### src/rtl/pwm_pkg.sv
`default_nettype none
// +------------------------------------------------------------------+
// | pwm_pkg : shared types and constants for the PWM button front-end |
// | Rev 1.0                                                           |
// +------------------------------------------------------------------+
package pwm_pkg;

    typedef enum logic [1:0] {
        IDLE   = 2'd0,
        HELD   = 2'd1,
        REPEAT = 2'd2
    } btn_state_t;

    localparam int DEBOUNCE_CYCLES_SIM  = 4;
    localparam int DEBOUNCE_CYCLES_FPGA = 25000000;
    localparam int CNT_W                = 28;

endpackage
`default_nettype wire

### src/rtl/button_channel.sv
`default_nettype none
// +------------------------------------------------------------------+
// | button_channel : sync + debounce + hold/auto-repeat for one key   |
// | Rev 1.0                                                           |
// +------------------------------------------------------------------+
module button_channel #(
    parameter int DEBOUNCE_CYCLES = pwm_pkg::DEBOUNCE_CYCLES_SIM,
    parameter int REPEAT_DELAY    = 8,
    parameter int REPEAT_RATE     = 4,
    parameter int REPEAT_EN       = 1,
    parameter int CNT_W           = pwm_pkg::CNT_W
) (
    input  logic clk,
    input  logic rst_n,
    input  logic i_button,
    output logic o_pulse,
    output logic o_level
);
    import pwm_pkg::*;

    localparam logic [CNT_W-1:0] c_cnt_one   = CNT_W'(1);
    localparam logic [CNT_W-1:0] c_db_last   = CNT_W'(DEBOUNCE_CYCLES - 1);
    localparam logic [CNT_W-1:0] c_dly_last  = CNT_W'(REPEAT_DELAY - 1);
    localparam logic [CNT_W-1:0] c_rate_last = CNT_W'(REPEAT_RATE - 1);

    logic             r_sync1;
    logic             r_sync2;
    logic             r_stable;
    logic [CNT_W-1:0] r_db_cnt;
    logic [CNT_W-1:0] r_rep_cnt;
    btn_state_t       r_state;
    logic             w_pulse;

    always_ff @(posedge clk or negedge rst_n) begin
        if (!rst_n) begin
            r_sync1 <= 1'b0;
            r_sync2 <= 1'b0;
        end else begin
            r_sync1 <= i_button;
            r_sync2 <= r_sync1;
        end
    end

    // Any disagreement that does not persist restarts the qualification window.
    always_ff @(posedge clk or negedge rst_n) begin
        if (!rst_n) begin
            r_stable <= 1'b0;
            r_db_cnt <= '0;
        end else if (r_sync2 == r_stable) begin
            r_db_cnt <= '0;
        end else if (r_db_cnt >= c_db_last) begin
            r_stable <= ~r_stable;
            r_db_cnt <= '0;
        end else begin
            r_db_cnt <= r_db_cnt + c_cnt_one;
        end
    end

    // Pulse request is decoded from registered state; the top registers it after masking.
    always_comb begin
        w_pulse = 1'b0;
        if (r_stable) begin
            case (r_state)
                IDLE:    w_pulse = 1'b1;
                HELD:    w_pulse = (REPEAT_EN != 0) && (r_rep_cnt == c_dly_last);
                REPEAT:  w_pulse = (r_rep_cnt == c_rate_last);
                default: w_pulse = 1'b0;
            endcase
        end
    end

    always_ff @(posedge clk or negedge rst_n) begin
        if (!rst_n) begin
            r_state   <= IDLE;
            r_rep_cnt <= '0;
        end else if (!r_stable) begin
            r_state   <= IDLE;
            r_rep_cnt <= '0;
        end else begin
            case (r_state)
                IDLE: begin
                    r_state   <= HELD;
                    r_rep_cnt <= '0;
                end
                HELD: begin
                    if ((REPEAT_EN != 0) && (r_rep_cnt == c_dly_last)) begin
                        r_state   <= REPEAT;
                        r_rep_cnt <= '0;
                    end else if (r_rep_cnt < c_dly_last) begin
                        r_rep_cnt <= r_rep_cnt + c_cnt_one;
                    end
                end
                REPEAT: begin
                    if (r_rep_cnt >= c_rate_last) begin
                        r_rep_cnt <= '0;
                    end else begin
                        r_rep_cnt <= r_rep_cnt + c_cnt_one;
                    end
                end
                default: begin
                    r_state   <= IDLE;
                    r_rep_cnt <= '0;
                end
            endcase
        end
    end

    assign o_pulse = w_pulse;
    assign o_level = r_stable;

endmodule
`default_nettype wire

### src/rtl/button_conditioner.sv
`default_nettype none
// +------------------------------------------------------------------+
// | button_conditioner : two-button step-pulse front-end for the PWM  |
// | Rev 1.0                                                           |
// +------------------------------------------------------------------+
module button_conditioner #(
    parameter int DEBOUNCE_CYCLES = pwm_pkg::DEBOUNCE_CYCLES_SIM,
    parameter int REPEAT_DELAY    = 8,
    parameter int REPEAT_RATE     = 4,
    parameter int REPEAT_EN       = 1,
    parameter int CNT_W           = pwm_pkg::CNT_W
) (
    input  logic clk,
    input  logic rst_n,
    input  logic increase_duty,
    input  logic decrease_duty,
    output logic inc_pulse,
    output logic dec_pulse,
    output logic inc_level,
    output logic dec_level
);
    import pwm_pkg::*;

    logic w_inc_pulse;
    logic w_dec_pulse;
    logic r_inc_pulse;
    logic r_dec_pulse;

    button_channel #(
        .DEBOUNCE_CYCLES(DEBOUNCE_CYCLES),
        .REPEAT_DELAY   (REPEAT_DELAY),
        .REPEAT_RATE    (REPEAT_RATE),
        .REPEAT_EN      (REPEAT_EN),
        .CNT_W          (CNT_W)
    ) u_inc (
        .clk     (clk),
        .rst_n   (rst_n),
        .i_button(increase_duty),
        .o_pulse (w_inc_pulse),
        .o_level (inc_level)
    );

    button_channel #(
        .DEBOUNCE_CYCLES(DEBOUNCE_CYCLES),
        .REPEAT_DELAY   (REPEAT_DELAY),
        .REPEAT_RATE    (REPEAT_RATE),
        .REPEAT_EN      (REPEAT_EN),
        .CNT_W          (CNT_W)
    ) u_dec (
        .clk     (clk),
        .rst_n   (rst_n),
        .i_button(decrease_duty),
        .o_pulse (w_dec_pulse),
        .o_level (dec_level)
    );

    // Coincident requests cancel; the channels themselves keep running.
    always_ff @(posedge clk or negedge rst_n) begin
        if (!rst_n) begin
            r_inc_pulse <= 1'b0;
            r_dec_pulse <= 1'b0;
        end else begin
            r_inc_pulse <= w_inc_pulse & ~w_dec_pulse;
            r_dec_pulse <= w_dec_pulse & ~w_inc_pulse;
        end
    end

    assign inc_pulse = r_inc_pulse;
    assign dec_pulse = r_dec_pulse;

endmodule
`default_nettype wire

### config.mk
export PLATFORM = sky130hd
export DESIGN_NAME = button_conditioner
export DESIGN_NICKNAME = d
export VERILOG_FILES = /design/src/rtl/pwm_pkg.sv /design/src/rtl/button_channel.sv /design/src/rtl/button_conditioner.sv
export SDC_FILE = /design/constraint.sdc
export NUM_CORES = 1
export LEC_CHECK = 0
export CAP_MARGIN = 20
export CORE_ASPECT_RATIO = 0.9
export CORE_MARGIN = 2
export CORE_UTILIZATION = 60
export CTS_BUF_LIST = sky130_fd_sc_hd__clkbuf_8
export CTS_CLUSTER_DIAMETER = 30
export DETAILED_ROUTE_END_ITERATION = 6
export PLACE_DENSITY = 0.77
export SETUP_SLACK_MARGIN = 0.4
export SYNTH_ARGS = -nofsm -noshare
export SYNTH_HDL_FRONTEND = slang
export SYNTH_SLANG_ARGS = --single-unit
### constraint.sdc
create_clock -name clk -period 6.63 [get_ports clk]
set_clock_uncertainty 0.15 [all_clocks]
set_input_delay 0.9945 -clock clk [delete_from_list [all_inputs] [get_ports clk]]
set_output_delay 0.9945 -clock clk [all_outputs]
set_load 0.01 [all_outputs]
# Word level (Yosys, flattened, before mapping)

Cells that the tools add are included.

Register bits: 124
Output and inout bits: 4
Word-level logic and storage cells: 78

Add/subtract/negate cells: 4
$lt $le $gt $ge: 6
Eq/ne operators: 16
Mux-type cells: 24
Bitwise operators: 8
Reductions and logical operators: 6

Operators with widths:

| operator                | number |
|---|---|
| $mux W28                | 12 |
| $add A28 B1 Y28 const B | 4 |
| $ge A28 B2 Y1 const B   | 4 |
| $pmux W28 S2            | 2 |
| $eq A28 B2 Y1 const B   | 2 |
| $eq A28 B3 Y1 const B   | 2 |
| $lt A28 B3 Y1 const B   | 2 |
| $pmux W2 S3             | 2 |
| $mux W2                 | 4 |
| $ne A4 B4 Y1 const B    | 2 |
| $reduce_and A2 Y1       | 4 |
| $ne A3 B3 Y1 const B    | 2 |
| $not A1 Y1              | 6 |
| $pmux W1 S3             | 2 |
| $eq A2 B1 Y1 const B    | 2 |
| $eq A2 B2 Y1 const B    | 2 |
| $logic_not A2 Y1        | 2 |
| $ne A2 B2 Y1 const B    | 2 |
| $and A1 B1 Y1           | 2 |
| $eq A1 B1 Y1            | 2 |
| $mux W1                 | 2 |

# Longest topological paths before layout

Gate-level depths: netlist of the first run.

Word-level depth: 5
Mapped depth: 8

# By module

A second synthesis of the first run with hierarchy kept.

Cells, all modules: 426
Area, all modules: 5127.4 um^2

By module, submodules not included:

| module             | times used | cells each | area each (um^2) | seq. area each (um^2) |
|---|---|---|---|---|
| button_channel     | 2          | 211        | 2531.2           | 1526.5 |
| button_conditioner | 1          | 4          | 65.1             | 50.0 |

# Least setup slack after synthesis of the first run

No wires, ideal clock.

Path kind: flip-flop to flip-flop
From: register u_inc.r_rep_cnt[15]
To: register u_inc.r_rep_cnt[18]
Data arrival time: 1.925 ns
Required time: 6.409 ns
Slack: 4.484 ns
Cell stages (with the launch flop): 7
Buffers on the path: 1
Cells stage by stage: dfrtp_1 -> nor4_2 -> nand4_2 -> or2_1 -> o41a_4 -> buf_6 -> nor2_2

Cells in the longest elaborated chain, start to end: 5

RTL lines:

| element                | line                                       | source |
|---|---|---|
| start, declared        | button_channel.sv:30                       | `logic [CNT_W-1:0] r_rep_cnt;` |
| start signal, assigned | button_channel.sv:90                       | `r_rep_cnt <= r_rep_cnt + c_cnt_one;` |
| start signal, assigned | button_channel.sv:97                       | `r_rep_cnt <= r_rep_cnt + c_cnt_one;` |
| $add A28 B1 Y28        | button_channel.sv:90, button_channel.sv:97 |  |
| $mux W28               | button_channel.sv:89                       | `end else if (r_rep_cnt < c_dly_last) begin` |
| $mux W28               | button_channel.sv:86                       | `if ((REPEAT_EN != 0) && (r_rep_cnt == c_dly_last)) begin` |
| $pmux W28 S2           | button_channel.sv:80                       | `case (r_state)` |
| $mux W28               | button_channel.sv:76                       | `end else if (!r_stable) begin` |

Several ways; a longest one is shown, not always the timed one. The select of a mux whose other input is x is not followed.
A chain may end at the register's enable or synchronous reset.

# Final worst setup path of the first run

From: register u_inc.r_stable (netlist: u_inc.o_level)
To: output inc_level

RTL lines:

| element                | line                     | source |
|---|---|---|
| start, declared        | button_channel.sv:28     | `logic r_stable;` |
| start signal, assigned | button_channel.sv:52     | `r_stable <= ~r_stable;` |
| end, declared          | button_conditioner.sv:19 | `output logic inc_level,` |

No word-level cell between the ends.

==> results.yml, run 1 <==
outcome:
  outcome: "finished clean"
grt:
  gr-total-overflow: 0
  grt_pass1_vias: 3324
  globalRouteTotalUtil_pct: 21.4
  antenna_found_initial: 0
  grt_max_degree: 83
  grt_pass1_wl_um: 15100
power:
  power.density_cell_area_mw_per_mm2: 271
  power.switching_w: 0.000406
  sum_of_internal_switching_and_leakage_power_w: 0.00155
  vdd_ir_drop_max_v: 0.000224
  power.sequential.fraction_pct: 51.9
  internal_power_w: 0.00114
  comb_power_share_pct: 9.6
  switching_share_pct: 26.2
  power.leakage_nw: 2.53
  pwr-share-clk_pct: 38.4
clock_network:
  cts_tree: "done"
  cts_root_buf: "clkbuf_8"
  numCtsBuffers: 17
  cts-htree-levels: 4
  insertion_delay_ns: 0.42
  clock_sinks: 124
  cts-root-to-sink-buffers: 2
  register_clock_pin_slew_on_the_reported_worst_setup_and_hold_paths_ns: 0.07
  post-cts-setup-buffers: 0
  cts_hold_buffers: 0
  cts_resized: 0
drt:
  drc_errors: 0
  drt-wirelength-per-cell_um: 14.3
  final_antenna_net_count: 0
  met3_length_um: 319
  wirelength_met1_um: 3940
  dr.first_iter.drc_count: 103
  detailroute.via_count: 3305
  drt_pre_antenna_iters: 4
  maxUsedRoutingLayer: "met4"
  met2_wirelength_um: 4140
  wl_um: 8540
  route.detailed.vias_per_inst: 5.55
placed_design:
  place_hpwl_um: 5510
  place_inst: 563
  io_buffers: 7
  postPlaceCellArea_sq_mm: 0.00534
  routabilityCongestion: 0.839
logic_synthesis:
  post_synth_xor_area_fraction_pct: 0.527
  synthAdderAreaFrac_pct: 3.51
  yosys_register_bits: 124
  post_synth_inst_count: 414
  synth_commonest_cells: "dfrtp_1, nor2_1, nor4_1, nor2_2, a31oi_1"
  yosys-top-cells-area: "dfrtp_1, ha_1, nor2_1, nor4_1, nor2_2"
  mux_contribution_to_synthesized_area_pct: 1.73
  synth.cell_area_sq_mm: 0.00499
  synth-simple-area-share_pct: 19.6
  synthMostInstantiatedCell: "dfrtp_1"
  yosysTopAreaCellShare_pct: 62.2
  synthDominantAreaCellType: "dfrtp_1"
  async_flop_share_pct: 100
  synth_compound_area_share_pct: 10.3
  synth_top_family_by_area: "simple AND/OR/NAND/NOR gates"
  syn_avg_cell_area_sq_um: 12.0
  synth_enable_flop_cells: 0
  ys_dominant_reg_cell: "dfrtp_1"
  synth.distinct_cells: 49
  ys_warn_count: 0
  synth_seq_area_share_pct: 62.2
timing:
  rsz_0062_raised_after_global_routing: "false"
  slew_headroom_pct: 32.0
  setup_tns_ns: 0
  setup_viol: 0
  hold_viol: 0
  fin_crit_ns: 2.70
  finalMaxSlewViolations: 0
  worstMarginPinSlew_ns: 1.01
  final_critical_path_share_of_the_clock_period_pct: 40.7
  max_freq_mhz: 371
finish:
  finalInstanceArea_sq_mm: 0.00571
  post_layout_nonfiller_instances: 596
  diodes: 0
  finalNetCount: 502
  fraction_of_final_layout_cells_sized_beyond_drive_strength_1_pct: 14.9
  area_growth_pct: 14.4
critical_path:
  reg2reg_from: "u_inc.r_rep_cnt[25]"
  critical_path.startpoint: "u_inc.o_level"
  cp-end-kind: "output pin"
  crit-reg2reg-capture: "u_inc.r_rep_cnt[20]"
  worstSetupPathDepth: 1
  critical_path.endpoint: "inc_level"
  worstPathCellList: "clkdlybuf4s50_1"
  path_max_fanout: 9
  critPathMaxStageDelay_ns: 0.60
  cp.arrival_ns: 1.55
  path_class: "reg2out"
  timing.critical_path.from_type: "register"
  reg2regPathDepth: 5
  critical_path.slowest_cell: "clkdlybuf4s50_1"
  worst-path-buf-inv: 1
  timing.critical_path.max_delay_family: "buffers and inverters"
  regToRegSetupSlack_ns: 4.03
  critPathRequiredTime_ns: 5.49
floorplan:
  ioPinCount: 8
  fp.coreArea_sq_mm: 0.00807
  die-area_sq_mm: 0.00906
  placement_rows: 31
  die_h_um: 90.5
  floorplan.initialDensity_pct: 61.8
  fp.dieW_um: 100
worst_hold_path:
  min_path_type: "reg2reg"
job:
  maxCapViolations: 0
[registers in the layout (all words and copies together), names as in the netlist]
signal           count
u_inc.r_sync2        1
dec_pulse            1
u_dec.r_rep_cnt     28
u_dec.r_sync2        1
u_inc.r_state        2
u_inc.r_rep_cnt     28
u_inc.r_sync1        1
u_dec.o_level        1
u_dec.r_state        2
inc_pulse            1
u_dec.r_db_cnt      28
u_dec.r_sync1        1
u_inc.r_db_cnt      28
u_inc.o_level        1
[power by group through the flow]
stage | Clock, W | Combinational [W] | Sequential [W]
6_report | 0.000595 | 0.000149 | 0.000804
5_1_grt | 0.000644 | 0.000170 | 0.000808
4_1_cts | 0.000612 | 0.000150 | 0.000805
3_5_place_dp | 0 | 0.000149 | 0.000819
3_3_place_gp | 0 | 0.000142 | 0.000817
2_1_floorplan | 0 | 0.0000986 | 0.000815
[logic make-up (layout without fill, tap and decap cells)]
| group | count (synthesis) | after routing |
|---|---|---|
| xor gates and xnor gates | 3 | 3 |
| other | 1 | 52 |
| adders and majority gates | 14 | 14 |
| muxes | 8 | 8 |
| and+or+nand+nor | 171 | 171 |
| buffers and inverters | 23 | 55 |
| AOI/OAI and AO/OA | 70 | 70 |
| DFF | 124 | 124 |
[layout make-up]
| cell class | instances | area [sq um] |
|---|---|---|
| flip-flops and latches | 124 | 3100 |
| fillers | 587 | 2360 |
| multi-input cells | 318 | 1970 |
| clock buffers | 17 | 234 |
| clock inverters | 15 | 128 |
| well taps | 99 | 124 |
| repair buffers | 11 | 97.6 |
| inverters | 12 | 45.0 |
[metal layers]
layer,vias to the layer above,global-route usage [%]
met5,-,0
met4,0,10.2
met3,15,5.88
met2,71,31.8
met1,1612,29.3
li1,1607,-
[metrics by stage]
step | setup WS (ns) | hold WS [ns] | utilization [%]
global placement | 4.08 | 0.183 | 66.1
detailed placement | 4.03 | 0.185 | 66.1
global route | 3.83 | 0.208 | 70.7
finish | 3.93 | 0.197 | 70.7
CTS | 3.91 | 0.204 | 70.6
floorplan | 4.48 | 0.181 | -
[layout by cell type, fill, tap and decap left out, types with 4 or more instances in the layout]
cell               n
dfrtp_1          124
conb_1            52
nor2_1            39
nor4_1            21
nor2_2            20
a31oi_1           18
nand2_1           17
clkbuf_8          17
a21oi_1           15
inv_1             14
and3_1            14
ha_1              14
a41oi_1           13
nor3_1            12
nand3_1            8
nand4_1            8
o21ba_2            6
and4_1             6
clkdlybuf4s50_1    6
mux2_2             5
and2_1             5
buf_4              5
nor4_2             4
o21ai_0            4
nor2b_1            4
clkinv_4           4
[how the worst min path moves through the flow]
stage	from	to	slack [ns]	depth (start not counted)
floorplan	u_dec.r_sync1	u_dec.r_sync2	0.18	0
global placement	u_inc.r_sync1	u_inc.r_sync2	0.18	0
detailed placement	u_inc.r_sync1	u_inc.r_sync2	0.18	0
CTS	u_inc.r_sync1	u_inc.r_sync2	0.20	0
global route	u_inc.r_sync1	u_inc.r_sync2	0.21	0
finish	u_inc.r_sync1	u_inc.r_sync2	0.20	0
Note: power is estimated with default switching activity, not from simulation.
==> run 2, diff against run 1 <==
==> constraint.sdc (replaced) <==
create_clock -name clk -period 2.63 [get_ports clk]
set_clock_uncertainty 0.15 [all_clocks]
set_input_delay 0.3945 -clock clk [delete_from_list [all_inputs] [get_ports clk]]
set_output_delay 0.3945 -clock clk [all_outputs]
set_load 0.01 [all_outputs]
==> run 2 against run 1 <==
  * Worst setup slack got worse by 3.6 ns
  * Clock power rose to 3.2 times the previous value
  * Routed wire length grew 22%
  * Final area is 7.9% higher
  * Via count rose by 9.2%
  * Global-route usage rose by 2.3 points
  * Combinational power grew to 2.9 times the previous value
  * Power grew to 2.8 times the previous value
  * Largest cell class unchanged
  * Die area did not move
  * Core utilization is 5.6 points higher
  * Critical path type is now reg2reg
==> results.yml, run 2 (synthesis gave the netlist of run 1 again) <==
finish:
  layout.cells.most_common_list: "dfrtp_1, conb_1, nor2_1"
  finalNetCount: 526
  final_common_cell: "dfrtp_1"
  layout.filler_cells: 499
  fraction_of_final_layout_cells_sized_beyond_drive_strength_1_pct: 23.0
  area_occupied_by_multi_input_gates_sq_mm: 0.00212
  area_growth_pct: 23.4
  regArea_sq_mm: 0.00311
  post_layout_nonfiller_instances: 621
timing:
  max_freq_mhz: 439
  worstMarginPinSlew_ns: 0.553
  hold_viol: 0
  rsz_0062_raised_after_global_routing: "true"
  final_critical_path_share_of_the_clock_period_pct: 86.6
  setup_tns_ns: 0
  hold-worst-slack_ns: 0.208
  setup_viol: 0
  finalMaxSlewViolations: 0
  fin_ws_ns: 0.351
  fin_crit_ns: 2.28
  slew_headroom_pct: 63.2
worst_hold_path:
  worstHoldPathCells: 0
  hold_end: "u_dec.r_sync2"
  min_path_type: "reg2reg"
  min_from: "u_dec.r_sync1"
drt:
  route.detailed.vias_per_inst: 5.81
  drt-wirelength-per-cell_um: 16.8
  wl_um: 10400
  dr.first_iter.drc_count: 292
  final_antenna_net_count: 0
  drc_errors: 0
  detailroute.via_count: 3610
  drt_pre_antenna_iters: 5
critical_path:
  cp-end-kind: "register"
  reg2reg_from: "u_inc.r_rep_cnt[11]"
  path_max_fanout: 6
  crit-reg2reg-capture: "u_inc.r_rep_cnt[0]"
  path_class: "reg2reg"
  critPathRequiredTime_ns: 2.85
  timing.critical_path.from_type: "register"
  regToRegSetupSlack_ns: 0.35
  reg2regPathDepth: 6
  cp.arrival_ns: 2.50
floorplan:
  fp.coreArea_sq_mm: 0.00807
  die-area_sq_mm: 0.00906
  fp.dieW_um: 100
  die_h_um: 90.5
  placement_rows: 31
  ioPinCount: 8
  floorplan.initialDensity_pct: 61.8
clock_network:
  cts-root-to-sink-buffers: 2
  numCtsBuffers: 17
  clock_sinks: 124
  insertion_delay_ns: 0.43
  cts_root_buf: "clkbuf_8"
  cts_tree: "done"
  register_clock_pin_slew_on_the_reported_worst_setup_and_hold_paths_ns: 0.08
  cts-htree-levels: 4
placed_design:
  place_ws_ns: 0.121
  routabilityCongestion: 0.866
  place_hpwl_um: 5840
  place_inst: 569
  io_buffers: 7
grt:
  antenna_found_initial: 1
  gr-total-overflow: 0
  grt_pass1_wl_um: 16400
  grt_max_degree: 52
  grt_pass1_vias: 3379
  globalRouteTotalUtil_pct: 23.6
power:
  power.leakage_nw: 2.73
  vdd_ir_drop_max_v: 0.000630
  power.density_cell_area_mw_per_mm2: 707
job:
  maxCapViolations: 0
outcome:
  outcome: "finished clean"
==> run 2: cell types whose count changed in the layout (fill, tap and decap cells not counted), sizes merged <==
cell         delta
buf            +21
bufinv          +3
clkbuf          +2
clkinv          -5
clkinvlp        -2
diode           +1
dlygate4sd3     +1
inv             +3
o41a            +1
==> run 2: layer usage <==
metal  global-route usage, %  up-vias  share of wire (%)
li1                        -     1660                  -
met1                    32.4     1805                 42
met2                    36.9      118                 51
met3                    6.58       27                5.3
met4                    7.65        0                2.0
met5                       0        -                  0
==> run 2: per-stage QoR <==
stage               util, %  total power, W  area [sq um]
global placement       67.0         0.00242          5410
finish                 76.3         0.00435          6160
CTS                    73.3         0.00434          5910
floorplan                 -         0.00230          5180
detailed placement     67.0         0.00245          5410
global route           76.3         0.00453          6160
==> run 2: final cells by class <==
| type | count | area share (%) |
|---|---|---|
| Antenna cell | 1 | 0.0407 |
| Clock buffer | 18 | 4.02 |
| Clock inverter | 14 | 3.29 |
| Inverter | 12 | 0.732 |
| Multi-Input combinational cell | 319 | 34.4 |
| Sequential cell | 124 | 50.5 |
| Tap cell | 99 | 2.01 |
| Timing Repair Buffer | 34 | 4.96 |
==> run 2: worst max-delay path by stage <==
stage | from | to | slack (ns)
6_report | u_inc.r_rep_cnt[11] | u_inc.r_rep_cnt[0] | 0.35
3_3_place_gp | u_inc.r_rep_cnt[20] | u_inc.r_rep_cnt[20] | 0.24
5_1_grt | u_inc.r_rep_cnt[11] | u_inc.r_rep_cnt[5] | 0.29
3_5_place_dp | u_inc.r_rep_cnt[21] | u_inc.r_rep_cnt[20] | 0.12
2_1_floorplan | u_inc.r_rep_cnt[15] | u_inc.r_rep_cnt[18] | 0.48
4_1_cts | u_inc.r_rep_cnt[20] | u_inc.r_rep_cnt[20] | 0.27
==> run 2: report_power, final <==
part | leakage (nW) | internal, W | total, W | switching [W]
sequential | 1.58 | 0.00198 | 0.00203 | 0.0000480
combinational | 0.926 | 0.000183 | 0.000429 | 0.000247
clock | 0.226 | 0.00108 | 0.00189 | 0.000811
==> run 2: critical path, stage by stage (launching register included) <==
cell and delay, ns:
dfrtp_1 0.44, nor2_1 0.35, nand3_2 0.18, or2_4 0.29, buf_4 0.15, nor3_1 0.41, mux2_2 0.25
==> run 2: timing repair <==
| action | 4_1_cts | 5_1_grt |
|---|---|---|
| buffers inserted | 0 | 16 |
| setup endpoints to repair | 30 | 55 |
| gates cloned | 1 | 1 |
| resized for setup | 5 | 26 |
| hold buffers | 1 | 0 |
| pin swaps | 2 | 10 |
| hold endpoints to repair | 39 | 0 |
==> run 3, diff against run 2 <==
--- a/config.mk
+++ b/config.mk
@@ -9,7 +9,6 @@
 export CORE_ASPECT_RATIO = 0.9
 export CORE_MARGIN = 2
 export CORE_UTILIZATION = 60
-export CTS_BUF_LIST = sky130_fd_sc_hd__clkbuf_8
 export CTS_CLUSTER_DIAMETER = 30
 export DETAILED_ROUTE_END_ITERATION = 6
 export PLACE_DENSITY = 0.77
==> run 3 against run 2 <==
  * Flip-flop and latch count stayed put
  * First-iteration DRC count up 1.0%
  * Register-to-register slack improved by 0.05 ns
  * Clock power rose by 33%
  * Sequential share of layout area decreased by 0.87 points
  * Count of clock-buffer cells in the layout is the same
  * Global-route usage grew 2.3 points
  * Sequential power barely moved
  * Via count rose by 1.6%
  * Die area is the same
  * Largest power group is now the clock network
==> results.yml, run 3 (synthesis gave the netlist of run 1 again) <==
drt:
  final_antenna_net_count: 0
  wl_um: 11000
  drt-wirelength-per-cell_um: 18.0
  drc_errors: 0
  route.detailed.vias_per_inst: 5.99
  drt_pre_antenna_iters: 5
  dr.first_iter.drc_count: 295
  detailroute.via_count: 3669
critical_path:
  regToRegSetupSlack_ns: 0.40
  critPathMaxStageDelay_ns: 0.43
  path_class: "reg2reg"
  critical_path.slowest_cell: "dfrtp_1"
  crit_path_frequent_cell: "buf_4"
  cp.arrival_ns: 2.49
  critPathRequiredTime_ns: 2.89
  path_max_fanout: 6
  timing.critical_path.from_type: "register"
  cp-end-kind: "register"
  worstPathCellList: "nor2_1 > nand3_2 > buf_4 > o311ai_4 > o41a_2 > buf_4 > nor2_2"
placed_design:
  place_ws_ns: 0.121
  io_buffers: 7
  routabilityCongestion: 0.866
  postPlaceCellArea_sq_mm: 0.00541
  place_hpwl_um: 5840
timing:
  fin_crit_ns: 2.23
  rsz_0062_raised_after_global_routing: "true"
  max_freq_mhz: 448
  fin_ws_ns: 0.400
  setup_tns_ns: 0
  setup_viol: 0
  slew_headroom_pct: 62.6
  finalMaxSlewViolations: 0
  final_critical_path_share_of_the_clock_period_pct: 84.8
  hold_viol: 0
  worstMarginPinSlew_ns: 0.560
power:
  sum_of_internal_switching_and_leakage_power_w: 0.00500
  vdd_ir_drop_max_v: 0.000874
  power.density_cell_area_mw_per_mm2: 799
  power.leakage_nw: 2.76
floorplan:
  die-area_sq_mm: 0.00906
  fp.dieW_um: 100
  ioPinCount: 8
  fp.coreArea_sq_mm: 0.00807
  placement_rows: 31
  floorplan.initialDensity_pct: 61.8
  die_h_um: 90.5
worst_hold_path:
  min_path_type: "in2reg"
outcome:
  outcome: "finished clean"
grt:
  grt_pass1_vias: 3637
  globalRouteTotalUtil_pct: 25.9
  antenna_found_initial: 0
  grt_pass1_wl_um: 17800
  gr-total-overflow: 0
  grt_max_degree: 52
finish:
  area_growth_pct: 25.5
  finalCoreUtilization_pct: 77.6
  fraction_of_final_layout_cells_sized_beyond_drive_strength_1_pct: 21.6
  final_common_cell: "dfrtp_1"
  finalNetCount: 519
  layout.cells.most_common_list: "dfrtp_1, conb_1, nor2_1"
  diodes: 0
  finalInstanceArea_sq_mm: 0.00626
clock_network:
  cts_root_buf: "clkbuf_8"
  cts_tree: "done"
  cts-root-to-sink-buffers: 2
  insertion_delay_ns: 0.52
  register_clock_pin_slew_on_the_reported_worst_setup_and_hold_paths_ns: 0.06
  clock_sinks: 124
  cts-htree-levels: 4
  numCtsBuffers: 17
job:
  maxCapViolations: 0
[run 3: cell types whose count changed in the layout (fill, tap and decap cells not counted), sizes merged]
| cell | previous run | this run |
|---|---|---|
| o41a | 2 | 3 |
| diode | 1 | 0 |
| buf | 26 | 18 |
[run 3: what timing repair did]
item                                    in CTS  in global routing
pin swaps                                    2                  8
gates cloned                                 2                  1
hold buffers                                 1                  0
endpoints found under the setup margin      38                 55
endpoints found under the hold margin       39                  0
setup buffers                                4                  4
resized for setup                            7                 19
[run 3: per-stage QoR]
| step | std cells | hold WS, ns |
|---|---|---|
| 2_1_floorplan | 465 | -0.0511 |
| 4_1_cts | 608 | 0.147 |
| 6_report | 613 | 0.166 |
| 5_1_grt | 613 | 0.161 |
| 3_5_place_dp | 569 | 0.193 |
| 3_3_place_gp | 569 | 0.181 |
[run 3: worst paths after layout]
| kind | cells past startpoint | startpoint | end |
|---|---|---|---|
| max | 7 | u_inc.r_rep_cnt[11] | u_inc.r_rep_cnt[10] |
| min | 1 | decrease_duty | u_dec.r_sync1 |
| max reg2reg | 7 | u_inc.r_rep_cnt[11] | u_inc.r_rep_cnt[10] |
| min reg2reg | 0 | u_dec.r_sync1 | u_dec.r_sync2 |
| max in group asynchronous | 3 | rst_n | u_dec.o_level |
| min in group asynchronous | 2 | rst_n | u_dec.r_rep_cnt[9] |
[run 3: worst max-delay path: cells and delay by family, from the launching register on]
kind,cells,cell delay [ns]
buf+inv,2,0.37
flops,1,0.43
simple gates,3,0.57
compound gates,2,0.60
[run 3: where the power goes]
group / internal, W / leakage [nW] / switching, W
clock network: 0.00159 / 0.308 / 0.000926
logic: 0.000190 / 0.869 / 0.000261
registers: 0.00199 / 1.59 / 0.0000546
total: 0.00376 / 2.76 / 0.00124
[run 3: layout make-up]
type,instances,area [sq um]
Sequential cell,124,3110
Multi-Input combinational cell,320,2100
Fill cell,492,1810
Clock buffer,18,428
Timing Repair Buffer,26,245
Clock inverter,14,203
Tap cell,99,124
Inverter,12,45.0
[run 3: metal layers]
layer	part of all wire [%]	GRT usage, %	routed length (um)	up-vias
li1	-	-	-	1647
met1	42	34.8	4590	1850
met2	51	40.1	5620	149
met3	5.5	6.11	609	23
met4	2.0	12.3	221	0
met5	0	0	0	-
